[config.mk]
export PLATFORM = sky130hd
export DESIGN_NAME = log_reader_flat
export DESIGN_NICKNAME = d
export VERILOG_FILES = /design/src/rtl/log_reader_if.sv /design/src/rtl/log_reader.sv /design/src/flat_wrapper.sv
export SDC_FILE = /design/constraint.sdc
export NUM_CORES = 1
export LEC_CHECK = 0
export BUFFER_PORTS_ARGS = -buffer_cell sky130_fd_sc_hd__buf_4
export CAP_MARGIN = 25
export CORE_MARGIN = 4
export CORE_UTILIZATION = 35
export DETAILED_ROUTE_END_ITERATION = 8
export SLEW_MARGIN = 20
export SYNTH_ARGS = -nofsm -noshare
export SYNTH_HDL_FRONTEND = slang
export SYNTH_SLANG_ARGS = --single-unit
[constraint.sdc]
create_clock -name clk -period 5.1 [get_ports clk]
set_clock_uncertainty 0.05 [all_clocks]
set_input_delay 0.255 -clock clk [delete_from_list [all_inputs] [get_ports clk]]
set_output_delay 0.255 -clock clk [all_outputs]
set_load 0.005 [all_outputs]
[src/rtl/log_reader_if.sv]
// Byte stream from log_reader toward the UART TX path.
// Byte moves when valid && ready are high at a rising clock edge.
interface log_reader_if;
  logic [7:0] data;
  logic       valid;
  logic       ready;

  modport master (
    output data,
    output valid,
    input  ready
  );

  modport slave (
    input  data,
    input  valid,
    output ready
  );
endinterface

[src/rtl/log_reader.sv]
// Walks the logger memory and streams each word as bytes, MSB first.
// Define LOG_READER_HEADER_EN to prefix each dump with sync bytes A5 5A.
module log_reader #(
  parameter int RAM_WIDTH    = 32,
  parameter int RAM_DEPTH    = 32767,
  parameter int ADDR_WIDTH   = 15,
  parameter int READ_LATENCY = 3
) (
  input  logic                  clk,
  input  logic                  reset_n,
  input  logic                  i_start,
  input  logic                  i_mem_full,
  input  logic [RAM_WIDTH-1:0]  i_data_log_from_mem,
  output logic                  o_read_log,
  output logic [ADDR_WIDTH-1:0] o_addr_log_to_mem,
  log_reader_if.master          tx,
  output logic                  o_busy,
  output logic                  o_done,
  output logic                  o_abort
);

  localparam int NB = RAM_WIDTH / 8;
  localparam int BW = (NB > 2) ? $clog2(NB) : 1;
  localparam int CW = (READ_LATENCY > 1) ? $clog2(READ_LATENCY) : 1;

  typedef enum logic [2:0] {
    S_IDLE,
`ifdef LOG_READER_HEADER_EN
    S_HEADER,
`endif
    S_ADDR,
    S_WAIT,
    S_SEND,
    S_DONE
  } state_t;

  state_t                state_q, state_d;
  logic [ADDR_WIDTH-1:0] addr_q;
  logic [CW-1:0]         cnt_q;
  logic [BW-1:0]         idx_q;
  logic [RAM_WIDTH-1:0]  shreg_q;
  logic                  start_prev_q;
  logic                  armed_q;
  logic                  pend_q;
  logic                  start_edge;
  logic                  hs;
  logic                  kill;
  logic                  last_byte;
  logic                  last_addr;

  // armed_q keeps a start held high across reset from looking like an edge
  assign start_edge = i_start && !start_prev_q && armed_q;
  assign hs         = tx.valid && tx.ready;
  assign kill       = pend_q || !i_mem_full;
  assign last_byte  = idx_q == BW'(NB - 1);
  assign last_addr  = addr_q == ADDR_WIDTH'(RAM_DEPTH - 1);

  assign o_read_log        = (state_q == S_ADDR) || (state_q == S_WAIT);
  assign o_addr_log_to_mem = addr_q;
  assign o_busy            = state_q != S_IDLE;
  assign o_done            = state_q == S_DONE;

  always_comb begin
    tx.valid = 1'b0;
    tx.data  = 8'h00;
    if (state_q == S_SEND) begin
      tx.valid = 1'b1;
      tx.data  = shreg_q[RAM_WIDTH-1 -: 8];
    end
`ifdef LOG_READER_HEADER_EN
    if (state_q == S_HEADER) begin
      tx.valid = 1'b1;
      tx.data  = (idx_q == '0) ? 8'hA5 : 8'h5A;
    end
`endif
  end

  always_comb begin
    state_d = state_q;
    o_abort = 1'b0;
    unique case (state_q)
      S_IDLE: begin
        if (start_edge && i_mem_full) begin
`ifdef LOG_READER_HEADER_EN
          state_d = S_HEADER;
`else
          state_d = S_ADDR;
`endif
        end
      end
`ifdef LOG_READER_HEADER_EN
      S_HEADER: begin
        if (hs) begin
          if (kill) begin
            o_abort = 1'b1;
            state_d = S_IDLE;
          end else if (idx_q == BW'(1)) begin
            state_d = S_ADDR;
          end
        end
      end
`endif
      S_ADDR: begin
        if (!i_mem_full) begin
          o_abort = 1'b1;
          state_d = S_IDLE;
        end else begin
          state_d = S_WAIT;
        end
      end
      S_WAIT: begin
        if (!i_mem_full) begin
          o_abort = 1'b1;
          state_d = S_IDLE;
        end else if (cnt_q == '0) begin
          state_d = S_SEND;
        end
      end
      S_SEND: begin
        if (hs) begin
          if (kill) begin
            o_abort = 1'b1;
            state_d = S_IDLE;
          end else if (last_byte) begin
            state_d = last_addr ? S_DONE : S_ADDR;
          end
        end
      end
      S_DONE: state_d = S_IDLE;
      default: state_d = S_IDLE;
    endcase
  end

  always_ff @(posedge clk or negedge reset_n) begin
    if (!reset_n) state_q <= S_IDLE;
    else          state_q <= state_d;
  end

  always_ff @(posedge clk or negedge reset_n) begin
    if (!reset_n) begin
      addr_q       <= '0;
      cnt_q        <= '0;
      idx_q        <= '0;
      shreg_q      <= '0;
      start_prev_q <= 1'b0;
      armed_q      <= 1'b0;
      pend_q       <= 1'b0;
    end else begin
      start_prev_q <= i_start;
      if (!i_start) armed_q <= 1'b1;
      unique case (state_q)
        S_IDLE: begin
          if (state_d != S_IDLE) begin
            addr_q <= '0;
            idx_q  <= '0;
            pend_q <= 1'b0;
          end
        end
`ifdef LOG_READER_HEADER_EN
        S_HEADER: begin
          if (!i_mem_full) pend_q <= 1'b1;
          if (hs)          idx_q  <= idx_q + 1'b1;
        end
`endif
        S_ADDR: cnt_q <= CW'(READ_LATENCY - 1);
        S_WAIT: begin
          cnt_q <= cnt_q - 1'b1;
          if (cnt_q == '0) begin
            shreg_q <= i_data_log_from_mem;
            idx_q   <= '0;
          end
        end
        S_SEND: begin
          // a drop of full mid-byte is remembered until that byte is taken
          if (!i_mem_full) pend_q <= 1'b1;
          if (hs) begin
            shreg_q <= shreg_q << 8;
            idx_q   <= idx_q + 1'b1;
          end
          if (state_d == S_ADDR) addr_q <= addr_q + 1'b1;
        end
        default: ;
      endcase
    end
  end

endmodule

[src/flat_wrapper.sv]
// flat-port wrapper written by rule: the top's interface ports become plain ports
module log_reader_flat 
#(
  parameter int RAM_WIDTH    = 32,
  parameter int RAM_DEPTH    = 32767,
  parameter int ADDR_WIDTH   = 15,
  parameter int READ_LATENCY = 3
)
  (clk, reset_n, i_start, i_mem_full, i_data_log_from_mem, o_read_log, o_addr_log_to_mem, o_busy, o_done, o_abort, tx_data, tx_valid, tx_ready);
  log_reader_if tx_i ();
  input  logic clk;
  input  logic reset_n;
  input  logic i_start;
  input  logic i_mem_full;
  input  logic [RAM_WIDTH-1:0] i_data_log_from_mem;
  output logic o_read_log;
  output logic [ADDR_WIDTH-1:0] o_addr_log_to_mem;
  output logic o_busy;
  output logic o_done;
  output logic o_abort;
  output wire logic [$bits(tx_i.data)-1:0] tx_data;
  output wire logic [$bits(tx_i.valid)-1:0] tx_valid;
  input wire logic [$bits(tx_i.ready)-1:0] tx_ready;
  assign tx_data = tx_i.data;
  assign tx_valid = tx_i.valid;
  assign tx_i.ready = tx_ready;
  log_reader #(.RAM_WIDTH(RAM_WIDTH), .RAM_DEPTH(RAM_DEPTH), .ADDR_WIDTH(ADDR_WIDTH), .READ_LATENCY(READ_LATENCY)) u_core (.clk(clk), .reset_n(reset_n), .i_start(i_start), .i_mem_full(i_mem_full), .i_data_log_from_mem(i_data_log_from_mem), .o_read_log(o_read_log), .o_addr_log_to_mem(o_addr_log_to_mem), .tx(tx_i), .o_busy(o_busy), .o_done(o_done), .o_abort(o_abort));
endmodule
==> impl_metrics.ini, run 1 <==
[run_status]
status = finished, final reports clean

[floorplan]
coreArea_um2 = 7848
dieArea_um2 = 9694
start_util_pct = 36.50
die_h_um = 98.46
num_rows = 32
die_x_um = 98.46
ios = 65

[grt]
grt_util_all_layers_pct = 13.66
grt_first_pass_wirelength_mm = 10.68
grt_max_degree = 58
grt_pass1_vias = 2299
overflow = 0
antenna_found_initial = 0

[critical_path]
path_class = reg2reg
cp.required_ns = 5.31
rrSetupSlack_ns = 2.10
crit_family = simple AND/OR/NAND/NOR gates
cp_cell_sequence = nand3b_1 -> buf_4 -> inv_2 -> nand2_1 -> or3_1 -> o2111ai_1 -> or4_1 -> a21oi_1
critPathBufInv = 2
cp-start-kind = flip-flop
crit_arrival_ns = 3.21
crit_fanout = 32
slowest_delay_ns = 0.61
cp-end-kind = flip-flop
cp_slowest_cell = or4_1

[synth]
syn_area_um2 = 2864
synthTopCellsByArea = dfrtp_1, mux2i_1, o21ai_1
synth_top_area_share_pct = 49.80
synth_top_area_cell = dfrtp_1
synthCells = 294
ys_types = 44
ys_ff_latch = 57
syn_avg_cell_area_um2 = 9.741
yosysWarnings = 0
syn-num-nets = 335
yosysSeqAreaShare_pct = 49.80

[sta]
setup_violations = 0
hold_violations = 0
maxSlewViolCount = 0
worstMarginPinSlew_ns = 0.8114
slew_headroom_pct = 45.85
tns_ns = 0
rsz0062_at_grt = false
final.min_clock_period_ns = 3.004
max_clock_freq_ghz = 0.3329
finalCritPeriodShare_pct = 58.90

[power]
power.density_nw_per_um2 = 380.2
max-vdd-ir-drop_mv = 0.1519
power_leakage_nw = 1.864

[clocking]
post-cts-setup-buffers = 0
clk_pin_slew_ns = 0.08
clock_tree.root_cell = clkbuf_8
insertion_delay_ns = 0.34
numCtsBuffers = 9
numClockSinks = 57
cts.htree.levels = 3
cts_tree = done
clk_path_buf_depth = 2
cts_resized = 0
ctsHoldBuffers = 2

[hold_path]
hold_class = in2reg

[route]
drt_iter0_drc = 127
vias = 2317
via_per_inst = 5.015
drc = 0
dr.pass1.iters = 4
drt-total-wl_mm = 6.571
wl_per_cell_um = 14.22
detail-route-antenna-nets = 0

[finish]
regArea_um2 = 1426
final_area_um2 = 3642
area_growth_pct = 27.17
fillers = 786
nNetsFinal = 396
drive_gt1_share_pct = 24.44
diodes = 0
multi_input_area_um2 = 1326

[place]
gp_congestion = 0.7586
hpwlAfterDp_mm = 4.592
place_area_um2 = 3421
numPortBuffers = 64

[run]
max-cap-violations = 0
[cell usage in the layout, fill, tap and decap left out, types with 3 or more instances in the layout]
cell and instances:
o31ai_1 9, a22o_1 8, dfrtp_1 57, or3_1 5
or4_1 6, mux2i_1 25, nand4_1 5, o211ai_1 3
nand3_1 9, nor2_1 16, buf_4 66, a21oi_1 8
clkbuf_8 9, nand2b_1 3, nand2_1 38, inv_1 11
and2_1 9, ha_1 4, o21ai_1 31, inv_6 3
[power by group]
part,internal (W),switching [W]
registers,0.000597,0.0000868
clock network,0.000230,0.000199
logic,0.000143,0.000128
total,0.000971,0.000414
[cell usage after synthesis]
master      n
a32oi_1     1
a211o_1     1
buf_6       1
nor4_1      1
nor3_1      1
or2_1       2
o21ai_0     2
xnor2_1     1
and3_1      1
nand3_1     9
inv_2       1
o31ai_1     9
or3_4       2
o211ai_1    3
nor2_1     16
o21a_1      2
nand4_1     5
and2_1      9
nor4bb_1    1
nand2_1    38
o22a_1      1
a21oi_4     1
o211ai_2    1
or3_1       5
dfrtp_1    57
o31a_1      1
nand3b_1    2
or4_1       6
o2111ai_1   1
o311ai_1    1
clkbuf_1   11
o22ai_1     1
a22oi_1     1
ha_1        4
inv_1      11
a21o_1      1
o21ai_1    31
buf_1       4
buf_2       2
a21oi_1     9
o32a_1      1
a22o_1      8
mux2i_1    25
nand2b_1    3
[sequential cells by signal (all words and copies together) (netlist names)]
signal and count:
u_core.shreg_q 32, u_core.start_prev_q 1, u_core.pend_q 1, u_core.o_addr_log_to_mem 15, u_core.idx_q 2, u_core.cnt_q 2, u_core.armed_q 1, u_core.state_q 3
[cell type report]
type / count / area share (%)
clock buffers: 9 / 3.401
clock inverters: 7 / 2.130
inverters: 12 / 1.237
multi-input cells: 207 / 36.41
flip-flops and latches: 57 / 39.16
well taps: 102 / 3.504
repair buffers: 68 / 14.15
[worst register-to-register path, delay by kind of cell, from the launching register on]
family / cells / cell delay [ns]
AND/OR/NAND/NOR: 4 / 1.09
buffers and inverters: 2 / 0.70
AO/OA/AOI/OAI: 2 / 0.56
flip-flops: 1 / 0.52
[per-layer routing]
layer  global-route usage, %  share of wire, %  vias up  wire length, µm
met4                   6.408               1.8        0              121
met1                   17.38                46     1087             2990
li1                        -                 -     1174                -
met2                   21.74                47       46             3085
met5                       0                 0        -                0
met3                   3.609               5.7       10              373
[metrics by stage]
stage          utilization, %  worst slack, ns  hold slack, ns  power [W]  std cells
2_1_floorplan               -            2.694        -0.09059  0.0008632        294
3_3_place_gp            43.59            2.205          0.3159  0.0009552        444
3_5_place_dp            43.59            2.131          0.3168  0.0009688        444
4_1_cts                 46.41            2.090         0.06649   0.001404        462
5_1_grt                 46.41            1.847         0.06705   0.001477        462
6_report                46.41            2.096         0.07842   0.001385        462
[logic make-up after synthesis]
group / synth area share (%)
AO/OA/AOI/OAI: 17.39
XOR/XNOR: 0.3059
adder cells (fa/ha/maj): 1.748
buffers and inverters: 4.281
flip-flops: 49.80
multiplexers: 8.737
AND/OR/NAND/NOR: 17.74
[final timing paths]
kind / startpoint / to / cells past startpoint
setup reg to reg: u_core.state_q[0] / u_core.o_addr_log_to_mem[14] / 8
max in group asynchronous: reset_n / u_core.o_addr_log_to_mem[11] / 2
hold / removal: i_data_log_from_mem[0] / u_core.shreg_q[0] / 2
hold reg to reg: u_core.armed_q / u_core.armed_q / 1
min in group asynchronous: reset_n / u_core.o_addr_log_to_mem[9] / 2
setup / recovery: u_core.state_q[0] / u_core.o_addr_log_to_mem[14] / 8
No activity file was read; power rests on OpenSTA's default activity.
==> run 2, diff against run 1 <==
==> constraint.sdc (replaced) <==
create_clock -name clk -period 2.6 [get_ports clk]
set_clock_uncertainty 0.05 [all_clocks]
set_input_delay 0.13 -clock clk [delete_from_list [all_inputs] [get_ports clk]]
set_output_delay 0.13 -clock clk [all_outputs]
set_load 0.005 [all_outputs]
==> run 2 against run 1 <==
  * Count of clock-buffer cells in the layout unchanged
  * Via count grew 5.6%
  * Sequential power rose by 94%
  * Power is 100% higher
  * Global-route usage up 0.98 points
  * Cell count grew 5.6%
  * Largest power group unchanged
  * Die area did not move
  * Maximum frequency grew 24%
  * First-iteration DRC count increased by 35%
==> impl_metrics.ini, run 2 (synthesis results as in run 1) <==
[power]
p_seq_share_pct = 46.9
combinationalPowerShare_pct = 20.9
max-vdd-ir-drop_mv = 0.4655
power_leakage_nw = 2.001
switching_share_pct = 28.39
power.density_nw_per_um2 = 726.7
switching_power_w = 0.0008039
p_int_w = 0.002027
clockPowerShare_pct = 32.2

[route]
via_per_inst = 5.012
vias = 2446
dr.pass1.iters = 4
wl_per_cell_um = 13.97
drc = 0
detail-route-antenna-nets = 0
drt_iter0_drc = 171
drt-total-wl_mm = 6.815

[grt]
overflow = 0
grt_max_degree = 58
grt_pass1_vias = 2336
grt_first_pass_wirelength_mm = 11.47
antenna_found_initial = 0
grt_util_all_layers_pct = 14.65

[sta]
hold_violations = 0
tns_ns = 0
finalCritPeriodShare_pct = 93.43
final.min_clock_period_ns = 2.429
setup_slack_ns = 0.1709
rsz0062_at_grt = false
slew_headroom_pct = 48.27
setup_violations = 0
max_clock_freq_ghz = 0.4117
worstMarginPinSlew_ns = 0.7742
maxSlewViolCount = 0

[finish]
fillers = 759
drive_gt1_share_pct = 27.46
largest_reg_flops = 32
final_cell_mix = buf_4, dfrtp_1, nand2_1
diodes = 0
top_register = u_core.shreg_q
nNetsFinal = 422
area_growth_pct = 36.04
multi_input_area_um2 = 1335
layout_commonest_cell = buf_4
regArea_um2 = 1426

[clocking]
cts.htree.levels = 3
numCtsBuffers = 9
numClockSinks = 57
clk_path_buf_depth = 2
clk_pin_slew_ns = 0.07
clock_tree.root_cell = clkbuf_8
cts_tree = done
insertion_delay_ns = 0.33

[place]
dp_slack_ns = 0.04977
hpwlAfterDp_mm = 4.799
numPortBuffers = 64
gp_congestion = 0.8041

[floorplan]
num_rows = 32
die_x_um = 98.46
dieArea_um2 = 9694
coreArea_um2 = 7848
ios = 65
start_util_pct = 36.50
die_h_um = 98.46

[critical_path]
crit_family = simple AND/OR/NAND/NOR gates
path_class = reg2reg
critPathBufInv = 1
cp.required_ns = 2.81
cp_slowest_cell = or4_1
crit_arrival_ns = 2.64
crit_fanout = 12
cp-start-kind = flip-flop
cp-end-kind = flip-flop
slowest_delay_ns = 0.46
cp_common_cell = or3_4
cp_cell_sequence = or3_4 -> or3_4 -> a21oi_4 -> o2111ai_1 -> buf_4 -> or4_1 -> a21oi_1

[run]
max-cap-violations = 0

[hold_path]
hold_class = in2reg

[run_status]
status = finished, final reports clean
## run 2: cell count changes in the layout (fill, tap and decap cells not counted), sizes merged
cell / previous run / this run
bufinv: 1 / 2
inv: 15 / 12
dlygate4sd3: 2 / 10
clkinv: 2 / 4
buf: 66 / 84
## run 2: routing by layer
layer  up-vias  routed length, µm  GRT usage, %
met3        10                311         3.609
met2        45               3125         22.00
met4         0                111         6.618
met1      1162               3266         20.03
li1       1229                  -             -
met5         -                  0             0
## run 2: area by class of cell
cell class / instances / area share (%)
multi-input combinational: 207 / 34.26
clock buffer: 9 / 3.179
tap: 102 / 3.276
sequential: 57 / 36.61
clock inverter: 7 / 2.441
inverter: 12 / 1.156
timing repair buffer: 94 / 19.08
## run 2: timing repair
item                                   in CTS  in global routing
endpoints found under the hold margin      67                  0
hold buffers                               10                  0
setup buffers                               0                  3
setup endpoints to repair                   0                 10
resized for setup                           0                  1
## run 2: power by group through the flow
stage	clock network, W	registers [W]	logic [W]
floorplan	0	0.00131	0.000384
global placement	0	0.00133	0.000554
detailed placement	0	0.00134	0.000572
CTS	0.000939	0.00133	0.000583
global route	0.000982	0.00136	0.000682
finish	0.000912	0.00133	0.000591
## run 2: path summary, 6_finish.rpt
path	from	end	slack, ns	cells after the start
min in group asynchronous	reset_n	u_core.o_addr_log_to_mem[8]	0.33	2
setup reg to reg	u_core.state_q[2]	u_core.o_addr_log_to_mem[14]	0.17	7
max in group asynchronous	reset_n	u_core.shreg_q[26]	1.68	2
setup / recovery	u_core.state_q[2]	u_core.o_addr_log_to_mem[14]	0.17	7
hold / removal	i_data_log_from_mem[14]	u_core.shreg_q[14]	0.02	3
hold reg to reg	u_core.armed_q	u_core.armed_q	0.42	1
## run 2: worst register-to-register path, cell delays in order (launching register included)
cell and delay (ns):
dfrtp_1 0.39, or3_4 0.37, or3_4 0.40, a21oi_4 0.19, o2111ai_1 0.15, buf_4 0.20
or4_1 0.46, a21oi_1 0.15
## run 2: metrics by stage
stage          instance area [µm²]  utilization [%]  instances  hold WS, ns  power [W]
4_1_cts                       3852            49.09        485     0.003243   0.002852
2_1_floorplan                 2864                -        294      -0.2156   0.001693
3_5_place_dp                  3533            45.03        459       0.1932   0.001916
5_1_grt                       3896            49.65        488      0.02128   0.003026
3_3_place_gp                  3533            45.03        459       0.1967   0.001887
6_report                      3896            49.65        488      0.02135   0.002831
